File: src/rtl/rgb_fade_pkg.sv
// Shared types for the colour-fade sequencer: ramp states, mode codes and the
// 8-bit peak colour table.
package rgb_fade_pkg;

  typedef enum logic [1:0] {
    IDLE  = 2'd0,
    RISE  = 2'd1,
    FALL  = 2'd2,
    SOLID = 2'd3
  } state_t;

  localparam logic [1:0] MODE_CYCLE   = 2'd0;
  localparam logic [1:0] MODE_BREATHE = 2'd1;
  localparam logic [1:0] MODE_SOLID   = 2'd2;

  typedef struct packed {
    logic [7:0] r;
    logic [7:0] g;
    logic [7:0] b;
  } rgb8_t;

  function automatic rgb8_t peak8(input logic [2:0] idx);
    case (idx)
      3'd0:    return '{r: 8'd255, g: 8'd0,   b: 8'd0};    // red
      3'd1:    return '{r: 8'd255, g: 8'd60,  b: 8'd0};    // orange
      3'd2:    return '{r: 8'd255, g: 8'd255, b: 8'd0};    // yellow
      3'd3:    return '{r: 8'd0,   g: 8'd255, b: 8'd0};    // green
      3'd4:    return '{r: 8'd0,   g: 8'd0,   b: 8'd255};  // blue
      3'd5:    return '{r: 8'd75,  g: 8'd0,   b: 8'd130};  // indigo
      3'd6:    return '{r: 8'd160, g: 8'd32,  b: 8'd240};  // purple
      default: return '{r: 8'd255, g: 8'd255, b: 8'd255};  // white
    endcase
  endfunction

endpackage

File: src/rtl/rgb_fade_sequencer_tick_divider.sv
// Ramp tick generator: tick is high (combinationally) in the cycle cnt == DIV-1.
// Counter freezes while en is low and resumes from the held value.
module tick_divider #(
  parameter int DIV = 625000
) (
  input  logic clk,
  input  logic rst,
  input  logic en,
  output logic tick
);

  localparam int CW = (DIV > 1) ? $clog2(DIV) : 1;

  logic [CW-1:0] cnt;

  assign tick = en && (cnt == CW'(DIV - 1));

  always_ff @(posedge clk) begin
    if (!rst)
      cnt <= '0;
    else if (tick)
      cnt <= '0;
    else if (en)
      cnt <= cnt + 1'b1;
  end

endmodule

File: src/rtl/rgb_fade_sequencer.sv
// Brightness ramp x colour table -> registered R/G/B duty values.
// lvl/state move on the tick edge; duty lags lvl by one cycle; en=0 freezes everything.
module rgb_fade_sequencer
  import rgb_fade_pkg::*;
#(
  parameter int DW     = 8,
  parameter int DIV    = 625000,
  parameter int NCOLOR = 7,
  parameter int STEP   = 1
) (
  input  logic          clk,
  input  logic          rst,
  input  logic          en,
  input  logic [1:0]    mode,
  input  logic [2:0]    sel_color,
  output logic [DW-1:0] duty_r,
  output logic [DW-1:0] duty_g,
  output logic [DW-1:0] duty_b,
  output logic [2:0]    color_idx,
  output logic          ramp_up,
  output logic          wrap
);

  localparam logic [DW-1:0] MAX    = '1;
  localparam logic [2:0]    LAST   = 3'(NCOLOR - 1);
  localparam logic [DW:0]   STEP_W = (DW + 1)'(STEP);

  // Repeat the 8-bit pattern down the word so peaks keep full scale at any DW.
  function automatic logic [DW-1:0] widen(input logic [7:0] v);
    logic [DW-1:0] w;
    for (int i = 0; i < DW; i++)
      w[i] = v[7 - ((DW - 1 - i) % 8)];
    return w;
  endfunction

  function automatic logic [DW-1:0] scale(input logic [DW-1:0] pk, input logic [DW-1:0] l);
    logic [2*DW-1:0] prod;
    prod = (2*DW)'(pk) * ((2*DW)'(l) + (2*DW)'(1));
    return prod[2*DW-1:DW];
  endfunction

  logic          tick;
  state_t        state;
  logic [DW-1:0] lvl;
  logic [2:0]    sel_c;
  logic [DW:0]   lvl_up;
  logic [DW-1:0] lvl_rise;
  logic [DW-1:0] lvl_fall;
  logic [2:0]    next_color;
  logic          next_wrap;
  rgb8_t         pk8;

  tick_divider #(.DIV(DIV)) u_div (
    .clk  (clk),
    .rst  (rst),
    .en   (en),
    .tick (tick)
  );

  assign sel_c    = (sel_color > LAST) ? LAST : sel_color;
  assign lvl_up   = {1'b0, lvl} + STEP_W;
  assign lvl_rise = (lvl_up > {1'b0, MAX}) ? MAX : lvl_up[DW-1:0];
  assign lvl_fall = (lvl < DW'(STEP)) ? '0 : lvl - DW'(STEP);

  // Mode 3 falls through to cycling behaviour.
  always_comb begin
    next_color = (color_idx == LAST) ? 3'd0 : color_idx + 3'd1;
    next_wrap  = (color_idx == LAST);
    if (mode == MODE_BREATHE) begin
      next_color = sel_c;
      next_wrap  = 1'b0;
    end
  end

  always_ff @(posedge clk) begin
    if (!rst) begin
      state     <= IDLE;
      lvl       <= '0;
      color_idx <= '0;
      ramp_up   <= 1'b0;
      wrap      <= 1'b0;
    end else begin
      wrap <= 1'b0;
      if (en) begin
        if (mode == MODE_SOLID) begin
          state     <= SOLID;
          lvl       <= MAX;
          color_idx <= sel_c;
          ramp_up   <= 1'b0;
        end else if (state == SOLID) begin
          state   <= RISE;
          lvl     <= '0;
          ramp_up <= 1'b1;
        end else if (tick) begin
          case (state)
            IDLE, RISE: begin
              lvl     <= lvl_rise;
              state   <= (lvl_rise == MAX) ? FALL : RISE;
              ramp_up <= (lvl_rise != MAX);
            end
            FALL: begin
              lvl <= lvl_fall;
              if (lvl_fall == '0) begin
                state     <= RISE;
                ramp_up   <= 1'b1;
                color_idx <= next_color;
                wrap      <= next_wrap;
              end
            end
            default: ;
          endcase
        end
      end
    end
  end

  assign pk8 = peak8(color_idx);

  always_ff @(posedge clk) begin
    if (!rst) begin
      duty_r <= '0;
      duty_g <= '0;
      duty_b <= '0;
    end else if (en) begin
      duty_r <= scale(widen(pk8.r), lvl);
      duty_g <= scale(widen(pk8.g), lvl);
      duty_b <= scale(widen(pk8.b), lvl);
    end
  end

endmodule
File: config.mk
export PLATFORM = sky130hd
export DESIGN_NAME = rgb_fade_sequencer
export DESIGN_NICKNAME = d
export VERILOG_FILES = /design/src/rtl/rgb_fade_pkg.sv /design/src/rtl/rgb_fade_sequencer_tick_divider.sv /design/src/rtl/rgb_fade_sequencer.sv
export SDC_FILE = /design/constraint.sdc
export NUM_CORES = 1
export LEC_CHECK = 0
export BUFFER_PORTS_ARGS = -buffer_cell sky130_fd_sc_hd__buf_2
export CAP_MARGIN = 20
export CORE_MARGIN = 2
export CORE_UTILIZATION = 44
export CTS_CLUSTER_SIZE = 10
export DETAILED_ROUTE_END_ITERATION = 8
export PLACE_DENSITY = 0.59
export SETUP_SLACK_MARGIN = 0.15
export SYNTH_ARGS = -nofsm -noshare
export SYNTH_HDL_FRONTEND = slang
export SYNTH_SLANG_ARGS = --single-unit
File: constraint.sdc
create_clock -name clk -period 16.5 [get_ports clk]
set_clock_uncertainty 0.2 [all_clocks]
set_input_delay 1.65 -clock clk [delete_from_list [all_inputs] [get_ports clk]]
set_output_delay 1.65 -clock clk [all_outputs]
set_load 0.02 [all_outputs]
-- Word-level counts from Yosys, hierarchy flattened
Index checks and enable logic that the tools add are counted.
- bits in registers: 59
- bits of input ports: 8
- output and inout port bits: 29
- logic and storage cells: 82
- add/sub/neg operators: 5
- $mul: 3
- magnitude comparators: 3
- equality and inequality tests: 16
- muxes and demuxes: 26
- bitwise gates (word level): 5
- reductions and logical operators: 15
- operators by type and width (operator ; count):
    one-hot mux 24 bit (7 select lines) ; 1
    2-to-1 mux 8 bit ; 5
    multiplier 8 x 16 -> 16 bit ; 2
    2-to-1 mux 3 bit ; 8
    adder 20 x 1 -> 20 bit (second input constant) ; 1
    == test 20 bit (second input constant) ; 1
    adder 8 x 1 -> 9 bit (second input constant) ; 2
    multiplier 8 x 9 -> 16 bit ; 1
    one-hot mux 8 bit (2 select lines) ; 1
    2-to-1 mux 2 bit ; 5
    == test 3 bit (second input constant) ; 3
    greater-than comparator 9 x 8 -> 1 bit (second input constant) ; 1
    == test 8 bit (second input constant) ; 1
    logical NOT 8 bit ; 1
    less-than comparator 8 x 1 -> 1 bit (second input constant) ; 1
    inequality test 8 bit (second input constant) ; 1
    OR reduction 8 bit ; 1
    subtractor 8 x 1 -> 8 bit (second input constant) ; 1
    == test 2 bit (second input constant) ; 3
    == test 3 x 2 -> 1 bit (second input constant) ; 2
    nonzero test 2 bit ; 3
    NOT 1 bit ; 5
    AND reduction 5 bit ; 1
    == test 2 x 1 -> 1 bit (second input constant) ; 2
    16 further kinds ; 20

-- Longest topological paths before layout
Gate-level depths: netlist of the first run.
- word-level depth: 9
- mapped depth: 25

-- Cells and area by module
From an unflattened synthesis of the first run, not the netlist that was laid out.
- cell total of the unflattened synthesis: 1034
- area, all modules: 8843.5 µm²
- modules (own cells, without submodules) (module ; times used ; cells each ; area each (µm²) ; seq. area each (µm²)):
    rgb_fade_sequencer ; 1 ; 926 ; 7816.2 ; 780.7
    tick_divider ; 1 ; 108 ; 1027.2 ; 400.4

-- Worst setup path after synthesis of the first run
OpenSTA, ideal clock, no wires.
- path type: register -> register
- start: register color_idx[0]
- end: register duty_r[6]
- setup time: 0.117 ns
- data arrival time: 5.844 ns
- data required time: 16.183 ns
- slack: 10.339 ns
- cell stages (with the launch flop): 24
- period minus slack after synthesis: 6.161 ns
- cell sequence: dfxtp_1 -> buf_2 -> nand2_1 -> inv_1 -> ha_1 -> buf_2 -> and3_1 -> nor2_1 -> nand2_1 -> inv_1 -> nand2_1 -> inv_1 -> fa_1 -> fa_1 -> fa_1 -> inv_1 -> fa_1 -> inv_1 -> ha_1 -> a2111o_1 -> o211ai_1 -> a21boi_1 -> or3_1 -> a32o_1
- longest elaborated chain between the ends: 3
- elaborated cells between the ends (all ways): 9
- ends and longest elaborated chain (what ; RTL line ; RTL):
    from (decl) ; rgb_fade_sequencer.sv:19 ; output logic [2:0] color_idx,
    from (signal assigned) ; rgb_fade_sequencer.sv:88 ; color_idx <= sel_c;
    from (signal assigned) ; rgb_fade_sequencer.sv:106 ; color_idx <= next_color;
    == test 3 bit, or another cell as far along ; rgb_fade_pkg.sv:23 ; case (idx)
    one-hot mux 24 bit (7 select lines) * ; rgb_fade_pkg.sv:23 ;
    multiplier 8 x 16 -> 16 bit * ; rgb_fade_sequencer.sv:38 ; prod = (2*DW)'(pk) * ((2*DW)'(l) + (2*DW)'(1));
    to (signal assigned) ; rgb_fade_sequencer.sv:125 ; duty_r <= scale(widen(pk8.r), lvl);
    to (decl) ; rgb_fade_sequencer.sv:16 ; output logic [DW-1:0] duty_r,
Every way passes the cells marked *; elsewhere a longest branch is shown, timed or not.
A chain may end at the register's enable or synchronous reset.

-- Worst setup path after layout of the first run
- start: register lvl[1]
- end: register duty_r[4]
- longest elaborated chain between the ends: 2
- ends and longest elaborated chain (what ; RTL line ; RTL):
    from (decl) ; rgb_fade_sequencer.sv:44 ; logic [DW-1:0] lvl;
    from (signal assigned) ; rgb_fade_sequencer.sv:97 ; lvl <= lvl_rise;
    from (signal assigned) ; rgb_fade_sequencer.sv:102 ; lvl <= lvl_fall;
    adder 8 x 1 -> 9 bit ; rgb_fade_sequencer.sv:38 ;
    multiplier 8 x 16 -> 16 bit ; rgb_fade_sequencer.sv:38 ;
Every way passes these cells.

==> results of run 1 <==
[flip-flops by register name, summed over array words and instances (netlist names)]
signal	flops
duty_g	8
wrap	1
duty_r	8
state	2
color_idx	3
duty_b	8
lvl	8
ramp_up	1
u_div.cnt	20
[worst register-to-register path: cells and delay by family (launching register included)]
family | cells | cell delay [ns]
buffers and inverters | 2 | 0.10
DFF | 1 | 0.51
AOI/OAI and AO/OA | 3 | 1.10
and+or+nand+nor | 6 | 1.18
adders and majority gates | 6 | 2.71
xor gates and xnor gates | 1 | 0.70
[final cells by class]
cell class                      instances  area, sq um
Timing Repair Buffer                   42          225
Sequential cell                        59         1180
Tap cell                              270          338
Multi-Input combinational cell        765         6870
Clock buffer                            9          225
Inverter                              228          856
Fill cell                            1994        10500
Clock inverter                          7         75.1
[cell families (layout without fill, tap and decap cells)]
family | count (synthesis) | in the layout | synth area share [%]
flops | 59 | 59 | 13.0
simple gates | 322 | 322 | 17.5
fa+ha+maj | 221 | 221 | 40.1
mux | 6 | 6 | 0.676
compound gates | 160 | 160 | 12.0
xor+xnor | 56 | 56 | 5.49
buf+inv | 264 | 286 | 11.3
[worst paths after layout]
kind / start / end / slack, ns / cells after the start
hold / removal: duty_g[1] / duty_g[1] / 0.26 / 2
hold reg to reg: duty_g[1] / duty_g[1] / 0.26 / 2
setup reg to reg: lvl[1] / duty_r[4] / 9.90 / 18
setup / recovery: lvl[1] / duty_r[4] / 9.90 / 18
[synth_stat cells, types with 8 or more instances]
master    instances  area (sq um)
inv_1           228           856
fa_1            116          2320
nand2_1         106           398
ha_1            105          1310
nor2_1           78           293
dfxtp_1          59          1180
o21ai_0          40           200
a21oi_1          38           190
xnor2_1          29           254
nand3_1          27           135
xor2_1           26           228
clkbuf_1         20          75.1
nor3_1           17          85.1
and3_1           15          93.8
nand4_1          12          75.1
buf_2            11          55.1
o211ai_1         11          82.6
and2_1           10          62.6
a21o_1            9          67.6
nand2b_1          8          50.1
[stage by stage]
step | area [sq um] | total power (W)
2_1_floorplan | 9080 | 0.000354
3_3_place_gp | 9470 | 0.000413
3_5_place_dp | 9470 | 0.000414
4_1_cts | 9770 | 0.000610
5_1_grt | 9770 | 0.000657
6_report | 9770 | 0.000604
[routing by layer]
layer | vias up | track usage (%) | share of wire, %
met5 | - | 0 | 0
met4 | 0 | 5.82 | 1.8
met3 | 25 | 2.41 | 4.2
met2 | 172 | 35.1 | 47
met1 | 3583 | 30.8 | 47
li1 | 3553 | - | -
[power groups by stage]
stage | Combinational, W | Sequential (W) | Clock, W
6_report | 0.000251 | 0.000159 | 0.000194
5_1_grt | 0.000293 | 0.000160 | 0.000203
4_1_cts | 0.000254 | 0.000159 | 0.000197
3_5_place_dp | 0.000252 | 0.000162 | 0
3_3_place_gp | 0.000251 | 0.000162 | 0
2_1_floorplan | 0.000189 | 0.000164 | 0
==> summary.txt, run 1 <==
Status
  – Outcome: finished, final reports clean

STA
  – Fin crit period: 6.60 ns
  – Setup Viol. Count Final: 0
  – Setup repair after global routing missed its margin: false
  – Setup slack after layout: 9.90 ns
  – Number of hold violations in the final report: 0
  – Max-slew violation count: 0
  – Maximum clock frequency: between 150 and 200 MHz
  – Worst rel slew slack: 43.0%
  – Worst hold slack: 0.257 ns
  – Pin slew with the least headroom to its limit: 0.847 ns
  – Period utilisation layout: 40.0%
  – Setup total negative slack: 0 ns

Global routing
  – Wire length of the first global-routing pass: 37.9 mm
  – Global route total overflow: 0
  – Maximum number of pins on one net before global-route repair: 41
  – Number of global-route vias before repair: 7480
  – Antenna violations before repair: 0
  – Gr usage total: roughly 22%

CTS
  – Clock latency at the later pin of the worst-skew pair: 0.33 ns
  – TritonCTS clock tree: done
  – H-tree depth: 3
  – Number of setup buffers added after CTS: 0
  – Clock tree buffer depth: 2
  – CTS hold repair buffers: 0
  – Gates resized, CTS repair: 0
  – CTS clk-pin slew, worst paths: 0.06 ns
  – Root Buffer Master: clkbuf_16
  – Clock buffer count from CTS: 9
  – Total number of clock tree sinks: 59

Pwr
  – Switching power share of the total: about 40%
  – Seq pwr share: 26.4%
  – Combinational power share: 41.5%
  – Clock share of power: ~32%
  – Net Sw Power: 0.000239 W
  – Static leakage: about 5.2 nW
  – Power per standard cell area: 61.8 nW/um^2
  – Worst IR Drop VDD: around 0.04 mV
  – Internal power: 0.000365 W

Route
  – 1st-pass router iterations: 5
  – Post-detailed-route wirelength per cell: 16.1 um
  – DR vias: between 7000 and 8000
  – Number of DRC markers after the initial detailed-route iteration: 385
  – Wire length reported by the detailed router: roughly 22 mm
  – Post-DR vias/cell: 5.31
  – Total DRC errors in the routed layout: 0
  – Number of routed nets with antenna violations: 0

Layout
  – Leading cell types in the layout, fill and taps excluded: inv_1, fa_1, nand2_1
  – Most frequent standard cell in the layout excluding fill and tap cells: inv_1
  – Growth of design area from synthesis to finish: 7.66%
  – Non-filler instance count after layout: ~1400
  – Final net count: 1334
  – Antenna diode count: 0
  – Fraction of final layout cells with drive strength greater than 1: 6.40%
  – Utilization after layout: 48.3%

Yosys
  – Most common flop cell mapped by yosys: dfxtp_1
  – Number of flops mapped to enable cells by yosys: 0
  – Cell Area, Synth: 9080 sq um
  – Syn Inst Count: 1088
  – Number of storage elements in the synthesis netlist: 59
  – Proportion of synthesized flip-flops having asynchronous set or reset: 0%
  – Mean post-synth cell area: approximately 8.3 sq um
  – Post-synth net total: 1317
  – Sequential cell area fraction in the yosys report: 13.0%
  – Count of unique library cells instantiated by Yosys: 75
  – Yosys warning total: 0

Place
  – Total instance count after detailed placement: 1364
  – Final weighted congestion in routability-driven placement: 0.910
  – Post-Place Setup Slack: 9.93 ns
  – Half-perimeter wire length after placement: 18.2 mm
  – PortBufs: 36

Floorplan
  – Total core area: 20200 sq um
  – Die extent in x: 148 um
  – Total die area: 21800 sq um
  – Starting density of the core: between 40 and 50%
  – Site row count: 52
  – Die Span Y: 148 um
  – Number of top-level pins: 37

Worst setup path
  – Cell type group with the largest total delay on the critical path: adder cells
  – Crit path required time: 16.53 ns
  – Peak fanout along the critical path: 10
  – Critical Path AT: 6.63 ns
  – CP max-delay cell: xor2_1
  – CP bufs+invs: 2
  – Worst-path cell chain: ha_1, nand2_2, nor2_1, xor2_1, nand2_1, nor2_1, fa_1, fa_1, fa_1, inv_1, fa_1, inv_1, ha_1, a2111o_1, o211ai_1, nand2_1, a2111o_1, and3_1
  – Kind of critical path: register to register
  – Crit end category: register
  – Library cell appearing most often on the critical path: fa_1
  – CP peak stage delay: 0.70 ns
  – Type of origin of the critical path: register

Min path
  – Hold/Removal Path Class: register to register

Flow run
  – Count of maximum capacitance violations: 0
Note: power is estimated with default switching activity, not from simulation.
==> run 2: changes to the inputs <==
- clock period: 16.5 -> 6.18 ns (I/O delays scaled with it)
==> run 2 against run 1 <==
Design area up 2.5%. Maximum frequency rose by 14%. Combinational power rose to 2.8 times the previous value. Non-clock buffer count up 29. Worst setup slack got worse by 9.5 ns. Clock-buffer cell count up 2. Largest power group unchanged.
==> summary.txt, run 2 (synthesis gave the netlist of run 1 again) <==
Status
  – Outcome: finished, final reports clean

Worst setup path
  – Kind of critical path: register to register
  – CP max-delay cell: fa_1
  – Library cell appearing most often on the critical path: fa_1
  – Type of origin of the critical path: register
  – Endpoint of the most critical register-to-register path: duty_b[4]
  – RR Startpoint: lvl[0]
  – Critical Path AT: 5.82 ns
  – Cell type group with the largest total delay on the critical path: adder cells
  – FF-to-FF setup slack: 0.39 ns
  – Crit end category: register
  – Crit path required time: 6.21 ns
  – CP bufs+invs: 5
  – Peak fanout along the critical path: 13
  – Worst-path cell chain: buf_4, inv_1, ha_1, buf_4, and2_1, fa_1, fa_1, fa_1, inv_1, fa_1, inv_1, ha_1, and2_1, o21ai_0, o211ai_1, o21ai_2, o21ai_0, a221o_1
  – CP peak stage delay: approximately 0.55 ns
  – Worst R2R Path Depth: 18

Floorplan
  – Total core area: 20200 sq um
  – Number of top-level pins: 37
  – Site row count: 52
  – Starting density of the core: 44.9%
  – Die extent in x: 148 um
  – Total die area: between 20000 and 25000 sq um
  – Die Span Y: ~150 um

Global routing
  – Wire length of the first global-routing pass: around 37 mm
  – Antenna violations before repair: 1
  – Maximum number of pins on one net before global-route repair: 41
  – Global route total overflow: 0
  – Number of global-route vias before repair: about 7400
  – Gr usage total: 21.6%

Layout
  – Multi-input combinational cell area: 6930 sq um
  – Leading cell types in the layout, fill and taps excluded: inv_1, fa_1, nand2_1
  – Number of fill cells: 2017
  – Seq. cell area: 1180 sq um
  – Most frequent standard cell in the layout excluding fill and tap cells: inv_1
  – Register name with the most flops: u_div.cnt
  – Utilization after layout: 49.5%
  – Antenna diode count: 0
  – Number of flip-flops in the largest register: 20
  – Fraction of final layout cells with drive strength greater than 1: roughly a tenth
  – Final net count: around 1400
  – Growth of design area from synthesis to finish: 10.4%

Route
  – Number of DRC markers after the initial detailed-route iteration: roughly 410
  – Number of routed nets with antenna violations: 0
  – DR vias: 7437
  – Top layer in use: met5
  – Total DRC errors in the routed layout: 0
  – Post-DR vias/cell: 5.27
  – Met2 wire len: 10.7 mm
  – Wire length reported by the detailed router: 22.6 mm
  – Routed length on met1: between 10 and 15 mm
  – Routed length on met3: ~950 um
  – Post-detailed-route wirelength per cell: 16.0 um
  – 1st-pass router iterations: 5

STA
  – Number of hold violations in the final report: 0
  – Setup repair after global routing missed its margin: true
  – Setup total negative slack: 0 ns
  – Period utilisation layout: between 90% and 100%
  – Setup Viol. Count Final: 0
  – Maximum clock frequency: 173 MHz
  – Pin slew with the least headroom to its limit: 1.04 ns
  – Fin crit period: 5.79 ns
  – Worst rel slew slack: 30.2%
  – Max-slew violation count: 0

CTS
  – TritonCTS clock tree: done
  – Root Buffer Master: clkbuf_16
  – Clock buffer count from CTS: 9
  – H-tree depth: 3
  – Clock tree buffer depth: 2
  – Clock latency at the later pin of the worst-skew pair: around 0.35 ns
  – CTS clk-pin slew, worst paths: 0.06 ns
  – Total number of clock tree sinks: 59
  – CTS hold repair buffers: 0

Min path
  – Worst hold start: duty_g[2]
  – Hold/Removal Path Class: register to register
  – Min-Delay Path Depth: 2
  – Worst hold endpoint: duty_g[2]

Place
  – Half-perimeter wire length after placement: 18.6 mm
  – Final weighted congestion in routability-driven placement: 0.902
  – PortBufs: 36

Flow run
  – Count of maximum capacitance violations: 0

Pwr
  – Static leakage: 5.36 nW
  – Worst IR Drop VDD: 0.144 mV
  – Power per standard cell area: 159 nW/um^2
-- run 2: cell count changes in the layout (fill, tap and decap cells not counted), moves of 2 or more --
cell / delta
ha_1: -2
dfxtp_1: -3
clkinv_4: +2
buf_4: +29
clkinvlp_4: -2
nor2_1: -3
nor2_2: +3
dfxtp_2: +3
clkbuf_1: +2
-- run 2: power breakdown --
part / switching (W) / internal [W]
Sequential: 0.0000170 / 0.000401
Clock: 0.000203 / 0.000274
Combinational: 0.000423 / 0.000276
Total: 0.000643 / 0.000951
-- run 2: cell type report --
cell class              count  area share, %
multi-input cells         766           69.1
flip-flops and latches     59           11.8
inverters                 228           8.54
repair buffers             71           4.42
well taps                 270           3.37
clock buffers              11           2.32
clock inverters             5          0.387
-- run 2: how the worst max path moves through the flow --
stage | startpoint | to | slack [ns] | depth (start not counted)
2_1_floorplan | color_idx[0] | duty_r[6] | 0.16 | 23
3_3_place_gp | lvl[0] | duty_b[4] | 0.31 | 18
3_5_place_dp | lvl[1] | duty_b[3] | 0.22 | 20
4_1_cts | lvl[1] | duty_b[4] | 0.19 | 19
5_1_grt | lvl[1] | duty_b[4] | 0.13 | 20
6_report | lvl[0] | duty_b[4] | 0.39 | 18
-- run 2: stage by stage --
step / instance area (sq um) / hold slack, ns / setup WS, ns / cells / power (W)
detailed placement: 9680 / 0.241 / 0.222 / 1391 / 0.00112
global placement: 9680 / 0.238 / 0.308 / 1391 / 0.00111
finish: 10000 / 0.252 / 0.385 / 1410 / 0.00159
CTS: 9960 / 0.258 / 0.190 / 1407 / 0.00161
floorplan: 9080 / 0.280 / 0.162 / 1088 / 0.000944
global route: 10000 / 0.277 / 0.130 / 1410 / 0.00173
-- run 2: per-layer routing --
metal | vias to the layer above | global-route usage (%)
met4 | 2 | 7.40
met2 | 138 | 34.7
met5 | - | 0
li1 | 3622 | -
met1 | 3643 | 29.7
met3 | 32 | 3.40
-- run 2: timing repair --
item	in CTS	in global routing
resized for setup	0	13
setup endpoints to repair	0	15
buffers inserted	0	2
-- run 2: tightest hold or removal path: stages (launching register included) --
cell and delay (ns):
dfxtp_1 0.32, nand2_1 0.04, o21ai_0 0.05
